### config.mk
export PLATFORM = sky130hd
export DESIGN_NAME = mem_port_arbiter_flat
export DESIGN_NICKNAME = d
export VERILOG_FILES = /design/src/rtl/mem_port_arbiter_if.sv /design/src/rtl/mem_port_arbiter.sv /design/src/flat_wrapper.sv
export SDC_FILE = /design/constraint.sdc
export NUM_CORES = 1
export LEC_CHECK = 0
export BUFFER_PORTS_ARGS = -buffer_cell sky130_fd_sc_hd__buf_4
export CAP_MARGIN = 20
export CORE_MARGIN = 10
export CORE_UTILIZATION = 54
export DETAILED_ROUTE_END_ITERATION = 8
export GPL_TIMING_DRIVEN = 0
export PLACE_DENSITY = 0.87
export SYNTH_ARGS = -nofsm -noshare
export SYNTH_HDL_FRONTEND = slang
export SYNTH_SLANG_ARGS = --single-unit
### constraint.sdc
create_clock -name clk -period 3.85 [get_ports clk]
set_input_delay 0.77 -clock clk [delete_from_list [all_inputs] [get_ports clk]]
set_output_delay 0.77 -clock clk [all_outputs]
set_load 0.005 [all_outputs]
### src/rtl/mem_port_arbiter_if.sv
// mem_port_arbiter_if: fetch, load and memory-side signals of the shared read port.
// The arbiter takes the slave view; requesters and memory drive the master view.
interface mem_port_arbiter_if;
    logic        if_req;
    logic [63:0] if_addr;
    logic        if_gnt;
    logic        if_rvalid;
    logic [63:0] if_rdata;
    logic        if_err;

    logic        ld_req;
    logic [63:0] ld_addr;
    logic [1:0]  ld_size;
    logic        ld_gnt;
    logic        ld_rvalid;
    logic [63:0] ld_rdata;
    logic        ld_err;

    logic        mem_req;
    logic [63:0] mem_addr;
    logic [1:0]  mem_size;
    logic        mem_ready;
    logic [63:0] mem_rdata;
    logic        mem_valid;

    modport slave (
        input  if_req, if_addr,
        input  ld_req, ld_addr, ld_size,
        input  mem_ready, mem_rdata, mem_valid,
        output if_gnt, if_rvalid, if_rdata, if_err,
        output ld_gnt, ld_rvalid, ld_rdata, ld_err,
        output mem_req, mem_addr, mem_size
    );

    modport master (
        output if_req, if_addr,
        output ld_req, ld_addr, ld_size,
        output mem_ready, mem_rdata, mem_valid,
        input  if_gnt, if_rvalid, if_rdata, if_err,
        input  ld_gnt, ld_rvalid, ld_rdata, ld_err,
        input  mem_req, mem_addr, mem_size
    );
endinterface

### src/rtl/mem_port_arbiter.sv
// mem_port_arbiter: one-at-a-time sharing of the memory read port (fetch vs load).
// Define MEM_ARB_ROUND_ROBIN_EN for round-robin on contention (default: load first).
module mem_port_arbiter #(
    parameter int TIMEOUT_CYCLES = 255
) (
    input  logic              clk,
    input  logic              reset,
    mem_port_arbiter_if.slave bus,
    output logic              busy
);

    typedef enum logic [1:0] {
        S_IDLE  = 2'd0,
        S_ISSUE = 2'd1,
        S_WAIT  = 2'd2,
        S_RESP  = 2'd3
    } state_e;

    typedef enum logic {
        OWN_IF = 1'b0,
        OWN_LD = 1'b1
    } owner_e;

    state_e      state_q, state_d;
    owner_e      owner_q, owner_d;
    logic [63:0] addr_q, addr_d;
    logic [1:0]  size_q, size_d;
    logic [15:0] cnt_q, cnt_d;
    logic [15:0] cnt_inc;
    logic        cnt_hit;
    logic [63:0] rdata_q, rdata_d;
    logic        err_q, err_d;
    logic        gnt_q, gnt_d;
    logic        pick_ld;
    logic        resp;

`ifdef MEM_ARB_ROUND_ROBIN_EN
    owner_e      last_q, last_d;
`endif

    assign cnt_inc = cnt_q + 16'd1;
    assign cnt_hit = (cnt_inc == 16'(TIMEOUT_CYCLES));

    // Choose the winner when sampling requests in IDLE.
    always_comb begin
`ifdef MEM_ARB_ROUND_ROBIN_EN
        pick_ld = bus.ld_req && (!bus.if_req || (last_q == OWN_IF));
`else
        pick_ld = bus.ld_req;
`endif
    end

    // Next-state logic: capture, issue, wait with timeout, respond.
    always_comb begin
        state_d = state_q;
        owner_d = owner_q;
        addr_d  = addr_q;
        size_d  = size_q;
        cnt_d   = cnt_q;
        rdata_d = rdata_q;
        err_d   = err_q;
        gnt_d   = 1'b0;
`ifdef MEM_ARB_ROUND_ROBIN_EN
        last_d  = last_q;
`endif
        unique case (state_q)
            S_IDLE: begin
                if (bus.if_req || bus.ld_req) begin
                    owner_d = pick_ld ? OWN_LD : OWN_IF;
                    addr_d  = pick_ld ? bus.ld_addr : bus.if_addr;
                    size_d  = pick_ld ? bus.ld_size : 2'b11;
                    gnt_d   = 1'b1;
`ifdef MEM_ARB_ROUND_ROBIN_EN
                    last_d  = pick_ld ? OWN_LD : OWN_IF;
`endif
                    state_d = S_ISSUE;
                end
            end
            S_ISSUE: begin
                if (bus.mem_ready) begin
                    cnt_d   = 16'd0;
                    state_d = S_WAIT;
                end
            end
            S_WAIT: begin
                cnt_d = cnt_inc;
                if (bus.mem_valid) begin
                    // Loads get their operand aligned down to bit 0.
                    if (owner_q == OWN_LD) begin
                        rdata_d = bus.mem_rdata >> {addr_q[2:0], 3'b000};
                    end else begin
                        rdata_d = bus.mem_rdata;
                    end
                    err_d   = 1'b0;
                    state_d = S_RESP;
                end else if (cnt_hit) begin
                    rdata_d = 64'd0;
                    err_d   = 1'b1;
                    state_d = S_RESP;
                end
            end
            S_RESP: begin
                state_d = S_IDLE;
            end
            default: begin
                state_d = S_IDLE;
            end
        endcase
    end

    // State and captured-transaction registers.
    always_ff @(posedge clk or negedge reset) begin
        if (!reset) begin
            state_q <= S_IDLE;
            owner_q <= OWN_IF;
            addr_q  <= 64'd0;
            size_q  <= 2'b00;
            cnt_q   <= 16'd0;
            rdata_q <= 64'd0;
            err_q   <= 1'b0;
            gnt_q   <= 1'b0;
        end else begin
            state_q <= state_d;
            owner_q <= owner_d;
            addr_q  <= addr_d;
            size_q  <= size_d;
            cnt_q   <= cnt_d;
            rdata_q <= rdata_d;
            err_q   <= err_d;
            gnt_q   <= gnt_d;
        end
    end

`ifdef MEM_ARB_ROUND_ROBIN_EN
    // Remember who was granted last for round-robin fairness.
    always_ff @(posedge clk or negedge reset) begin
        if (!reset) begin
            last_q <= OWN_IF;
        end else begin
            last_q <= last_d;
        end
    end
`endif

    assign resp = (state_q == S_RESP);
    assign busy = (state_q != S_IDLE);

    assign bus.mem_req  = (state_q == S_ISSUE);
    assign bus.mem_addr = {addr_q[63:3], 3'b000};
    assign bus.mem_size = size_q;

    assign bus.if_gnt = gnt_q && (owner_q == OWN_IF);
    assign bus.ld_gnt = gnt_q && (owner_q == OWN_LD);

    assign bus.if_rvalid = resp && (owner_q == OWN_IF);
    assign bus.ld_rvalid = resp && (owner_q == OWN_LD);

    // Data and error are only driven during the owner's response pulse.
    assign bus.if_rdata = bus.if_rvalid ? rdata_q : 64'd0;
    assign bus.ld_rdata = bus.ld_rvalid ? rdata_q : 64'd0;
    assign bus.if_err   = bus.if_rvalid && err_q;
    assign bus.ld_err   = bus.ld_rvalid && err_q;

endmodule

### src/flat_wrapper.sv
// flat-port wrapper written by rule: the top's interface ports become plain ports
module mem_port_arbiter_flat 
#(
    parameter int TIMEOUT_CYCLES = 255
)
  (clk, reset, busy, bus_if_req, bus_if_addr, bus_ld_req, bus_ld_addr, bus_ld_size, bus_mem_ready, bus_mem_rdata, bus_mem_valid, bus_if_gnt, bus_if_rvalid, bus_if_rdata, bus_if_err, bus_ld_gnt, bus_ld_rvalid, bus_ld_rdata, bus_ld_err, bus_mem_req, bus_mem_addr, bus_mem_size);
  mem_port_arbiter_if bus_i ();
  input  logic clk;
  input  logic reset;
  output logic busy;
  input wire logic [$bits(bus_i.if_req)-1:0] bus_if_req;
  input wire logic [$bits(bus_i.if_addr)-1:0] bus_if_addr;
  input wire logic [$bits(bus_i.ld_req)-1:0] bus_ld_req;
  input wire logic [$bits(bus_i.ld_addr)-1:0] bus_ld_addr;
  input wire logic [$bits(bus_i.ld_size)-1:0] bus_ld_size;
  input wire logic [$bits(bus_i.mem_ready)-1:0] bus_mem_ready;
  input wire logic [$bits(bus_i.mem_rdata)-1:0] bus_mem_rdata;
  input wire logic [$bits(bus_i.mem_valid)-1:0] bus_mem_valid;
  output wire logic [$bits(bus_i.if_gnt)-1:0] bus_if_gnt;
  output wire logic [$bits(bus_i.if_rvalid)-1:0] bus_if_rvalid;
  output wire logic [$bits(bus_i.if_rdata)-1:0] bus_if_rdata;
  output wire logic [$bits(bus_i.if_err)-1:0] bus_if_err;
  output wire logic [$bits(bus_i.ld_gnt)-1:0] bus_ld_gnt;
  output wire logic [$bits(bus_i.ld_rvalid)-1:0] bus_ld_rvalid;
  output wire logic [$bits(bus_i.ld_rdata)-1:0] bus_ld_rdata;
  output wire logic [$bits(bus_i.ld_err)-1:0] bus_ld_err;
  output wire logic [$bits(bus_i.mem_req)-1:0] bus_mem_req;
  output wire logic [$bits(bus_i.mem_addr)-1:0] bus_mem_addr;
  output wire logic [$bits(bus_i.mem_size)-1:0] bus_mem_size;
  assign bus_i.if_req = bus_if_req;
  assign bus_i.if_addr = bus_if_addr;
  assign bus_i.ld_req = bus_ld_req;
  assign bus_i.ld_addr = bus_ld_addr;
  assign bus_i.ld_size = bus_ld_size;
  assign bus_i.mem_ready = bus_mem_ready;
  assign bus_i.mem_rdata = bus_mem_rdata;
  assign bus_i.mem_valid = bus_mem_valid;
  assign bus_if_gnt = bus_i.if_gnt;
  assign bus_if_rvalid = bus_i.if_rvalid;
  assign bus_if_rdata = bus_i.if_rdata;
  assign bus_if_err = bus_i.if_err;
  assign bus_ld_gnt = bus_i.ld_gnt;
  assign bus_ld_rvalid = bus_i.ld_rvalid;
  assign bus_ld_rdata = bus_i.ld_rdata;
  assign bus_ld_err = bus_i.ld_err;
  assign bus_mem_req = bus_i.mem_req;
  assign bus_mem_addr = bus_i.mem_addr;
  assign bus_mem_size = bus_i.mem_size;
  mem_port_arbiter #(.TIMEOUT_CYCLES(TIMEOUT_CYCLES)) u_core (.clk(clk), .reset(reset), .bus(bus_i), .busy(busy));
endmodule
# == After elaboration in Yosys (flattened, before gate mapping) ==
# Index checks and enable logic that the tools add are counted.
# totals
ff_bits,151
latchBits,0
ram_bits,0
rom_bits,0
inputBits,200
output_inout_bits,202
word_cells,52
mem_count,0
# op_classes
n_addsub,1
mul,0
n_div,0
magnitude_cmp,0
n_eq_ne,7
n_shift,1
n_mux,19
bitwise_logic,1
n_reduce_logical,15
# ops
operator,count
$mux 64,6
$shr 64x6->64,1
$pmux 16 s2,1
$add 16x1->16 const B,1
$eq 16x8->1 const B,1
$mux 16,1
$mux 2,5
$pmux 2 s4,1
$logic_and 1x1->1,6
$reduce_and 2->1,3
$reduce_bool 2->1,3
$mux 1,5
$eq 2x2->1 const B,2
$ne 3x2->1 const B,1
$reduce_and 3->1,1
$eq 2x1->1 const B,1
$logic_not 2->1,1
$ne 2x1->1 const B,1
$ne 2x2->1 const B,1
$logic_or 1x1->1,1
$not 1->1,1

# == Logic depth before layout (Yosys ltp) ==
# depth
word_depth,5
depth_mapped,11
mapped_depth_nobuf,8

# == Least setup slack after synthesis ==
# OpenSTA, ideal clock, no wires.
# synth_path
kind,reg2reg
startpoint,reg u_core.cnt_q[0]
endpoint,reg u_core.rdata_q[56]
setup_time_ns,0.126
t_arrival_ns,2.260
required_time_ns,3.724
path_slack_ns,1.464
stages_incl_launch_ff,10
n_path_buf,2
period_less_slack_ns,2.386
path_cell_list,dfrtp_1 > ha_1 > buf_2 > nand3_1 > nor4_4 > and3_1 > o2111ai_2 > o21a_1 > buf_6 > a221o_1
# synth_between
elab_chain_len,4
# synth_rtl
item,line,source
from (decl),mem_port_arbiter.sv:28,"logic [15:0] cnt_q, cnt_d;"
from (signal assigned),mem_port_arbiter.sv:127,cnt_q <= cnt_d;
$add 16x1->16,mem_port_arbiter.sv:41,assign cnt_inc = cnt_q + 16'd1;
$eq 16x8->1,mem_port_arbiter.sv:42,assign cnt_hit = (cnt_inc == 16'(TIMEOUT_CYCLES));
$reduce_bool 2->1 (no source line),-,
$reduce_and 2->1 (no source line),-,
to (signal assigned),mem_port_arbiter.sv:128,rdata_q <= rdata_d;
to (decl),mem_port_arbiter.sv:31,"logic [63:0] rdata_q, rdata_d;"
# No other way between the ends.
# A chain may end at the register's enable or synchronous reset.

# == Final worst setup path ==
# layout_path
startpoint,reg u_core.owner_q
endpoint,out bus_ld_rdata[56]
# layout_between
elab_chain_len,2
# layout_rtl
item,line,source
from (decl),mem_port_arbiter.sv:25,"owner_e owner_q, owner_d;"
from (signal assigned),mem_port_arbiter.sv:124,owner_q <= owner_d;
$logic_and 1x1->1,mem_port_arbiter.sv:156,assign bus.ld_rvalid = resp && (owner_q == OWN_LD);
$mux 64,mem_port_arbiter.sv:160,assign bus.ld_rdata = bus.ld_rvalid ? rdata_q : 64'd0;
to (decl),flat_wrapper.sv:25,output wire logic [$bits(bus_i.ld_rdata)-1:0] bus_ld_rdata;
# No other way between the ends.

==> results by group <==
STA
  • Final Cycle Share: 0.9407
  • Worst slew pin tran: 1085 ps
  • Hold Vio Cnt, Final: 0
  • Minimum clock period: 3622 ps
  • RSZ-0062 raised after global routing: false
  • Skew final: 15.32 ps
  • Slew HR: 0.2706
  • Fmax: 0.2761 GHz
  • Setup TNS: 0 ps
  • Setup Viol. Count Final: 0
  • Slew Viols, Final: 0

Floorplan
  • Die height: 160.3 um
  • # rows: 51
  • Full die area: 25690 um^2
  • IO Count: 402
  • Die Width: 160.3 um
  • Core region area: 19400 um^2
  • Starting Density: 0.5478

Finish
  • Layout cell share with drive strength beyond 1: 0.3469
  • Most frequent cells in the layout: 460 x buf_4, 161 x mux2i_1, 151 x dfrtp_1
  • Area Growth Syn to Fin: 37.43%
  • Leading cell type in the layout, fill and taps excluded: buf_4
  • Antenna cell count: 0
  • Final #Nets: 1790

Critical path
  • Worst setup SP type: register
  • Critical Path AT: 2850 ps
  • Worst endpoint required time: 3080 ps
  • R2R depth: 8
  • Worst-path fanout max: 10
  • Worst setup path class: reg -> out
  • Reg-to-reg critical path startpoint: u_core.addr_q[2]
  • FF-to-FF End: u_core.rdata_q[21]
  • Reg2reg setup slack: 930 ps
  • CP Capture Type: output pin

Yosys
  • Sequential share of the synthesized area: 0.3556
  • Post-synthesis cell type count: 51
  • Post-synth EDFFs: 0
  • Synthesized area per cell: 9.121 um^2
  • Main flop type after synthesis: dfrtp_1
  • Synth warn: 0
  • Async SR Flop Fraction: 1.000
  • Post-Syn Area: 10630 um^2
  • FF+latch count, synth: 151
  • Synth Instances: 1165

Pwr
  • Int Power: 6.473 mW
  • Logic pwr share: 0.588
  • Switch share: 0.4304
  • Total power: 11.36 mW
  • Clock Power Share: 0.159
  • Power per cell area: 778.1 nW/um^2
  • Worst vdd ir: 0.4536 mV
  • Seq pwr share: 0.253
  • P_sw: 4.890 mW
  • P_leak: 7.329 nW

Route
  • DRC Markers: 0
  • Post-DR wirelength/cell: 23.73 um
  • DR vias/cell: 5.992
  • First DRT Iteration DRCs: 1003
  • Drt pass-1 iters: 5
  • DR vias: 11160
  • Routed wire length: 44190 um
  • Final ANT Viol Nets: 0

Clock tree
  • Root buffer cell: clkbuf_16
  • CTS Buf Count: 17
  • Clock latency on the worst-skew pair: 440 ps
  • Clock sink total: 151
  • CTS Hold Buffers Added: 0
  • Clk slew on worst S/H paths: 70 ps
  • Max Root-Sink Buffers: 2
  • TritonCTS clock tree: done
  • # H-tree levels: 4

Global route
  • Vias in the first global route: 11340
  • Initial antenna violation count: 4
  • All-Layer GR Usage: 0.3291
  • Largest net degree at the start of global routing: 101
  • Global-route wire length before repair: 66620 um
  • GRT overflow: 0

Place
  • HPWL Detailed: 34960 um
  • PortBufs: 397
  • RD Place Congestion: 1.039

Outcome
  • Status: completed

Min path
  • Hold/Removal Path Class: in -> async

Flow run
  • Number of max-cap violations: 0
==> area by class of cell <==
cell class                      instances  area (um^2)
Tap cell                              265        331.6
Fill cell                            1486         4795
Inverter                               10        37.54
Buffer                                172        940.9
Multi-Input combinational cell        834         5881
Clock buffer                           17        425.4
Sequential cell                       151         3779
Timing Repair Buffer                  398         3012
Clock inverter                         15        197.7
==> registers in the layout (all words and copies together), names as in the netlist <==
name,flops
u_core.bus.mem_size,2
u_core.state_q,2
u_core.gnt_q,1
u_core.addr_q,64
u_core.cnt_q,16
u_core.owner_q,1
u_core.rdata_q,64
u_core.err_q,1
==> worst max-delay path, stage by stage (launching register included) <==
cell      delay [ps]
dfrtp_1          350
clkbuf_1         420
clkbuf_2         370
clkbuf_2         420
clkbuf_1         450
and3_1           290
buf_4            130
==> logic make-up (layout without fill, tap and decap cells) <==
kind of cell	Yosys count	count (layout)	synth area share
buffers and inverters	182	612	0.09172
adders and majority gates	6	6	0.007064
AOI/OAI and AO/OA	321	321	0.2048
and+or+nand+nor	331	331	0.1686
DFF	151	151	0.3556
muxes	169	169	0.1686
xor gates and xnor gates	4	4	0.003297
other	1	3	0.0003529
==> synthesized netlist by cell type (all sizes together) (8+ instances only) <==
library cell / number / share of area
a221oi: 8 / 0.0066
a211oi: 24 / 0.017
nor2: 37 / 0.013
nand2: 81 / 0.029
and3: 70 / 0.041
a21o: 32 / 0.023
a221o: 8 / 0.0075
inv: 9 / 0.0032
clkbuf: 74 / 0.026
nand3: 11 / 0.0064
mux4: 8 / 0.017
a22oi: 8 / 0.0057
o2bb2ai: 40 / 0.033
nor2b: 39 / 0.023
dfrtp: 151 / 0.36
o21ai: 107 / 0.050
and2: 71 / 0.042
mux2i: 161 / 0.15
buf: 98 / 0.062
a21oi: 46 / 0.022
a21bo: 24 / 0.023
==> worst max path at each step <==
stage | from | to | cells past startpoint
floorplan | u_core.cnt_q[0] | u_core.rdata_q[56] | 9
global placement | u_core.owner_q | bus_ld_rdata[56] | 6
detailed placement | u_core.owner_q | bus_ld_rdata[56] | 6
CTS | u_core.owner_q | bus_ld_rdata[49] | 6
global route | u_core.owner_q | bus_ld_rdata[56] | 6
finish | u_core.owner_q | bus_ld_rdata[56] | 6
==> metrics by stage <==
| stage | area, um^2 | hold WS [ps] | utilization | instances | worst slack, ps |
|---|---|---|---|---|---|
| detailed placement | 13980 | 471.3 | 0.7205 | 1830 | 405.3 |
| global route | 14600 | 299.2 | 0.7528 | 1862 | 176.5 |
| CTS | 14600 | 291.3 | 0.7527 | 1862 | 139.8 |
| floorplan | 10630 | 451.0 | - | 1167 | 1464 |
| global placement | 13950 | 461.2 | 0.7189 | 1829 | 419.3 |
| finish | 14600 | 273.0 | 0.7528 | 1862 | 228.2 |
==> power groups by stage <==
stage                     Combinational (mW)  Sequential [mW]  Clock, mW
after floorplan                         3.89             2.66          0
after global placement                  6.38             2.83          0
after detailed placement                6.52             2.88          0
after CTS                               6.58             2.85       1.79
after global routing                    7.16             2.95       1.86
final                                   6.68             2.88       1.80
==> routing by layer <==
| layer | vias up | GRT usage | wire, um |
|---|---|---|---|
| li1 | 4971 | - | - |
| met1 | 5327 | 0.3820 | 16590 |
| met2 | 694 | 0.5371 | 20830 |
| met3 | 159 | 0.1054 | 4343 |
| met4 | 6 | 0.1644 | 2383 |
| met5 | - | 0 | 36 |
==> repair_timing <==
action / CTS / global route
setup endpoints to repair: 3 / 11
resized for setup: 1 / 3
endpoints found under the hold margin: 0 / 0
buffers inserted: 0 / 0
pin swaps: 0 / 0
No activity file was read; power rests on OpenSTA's default activity.
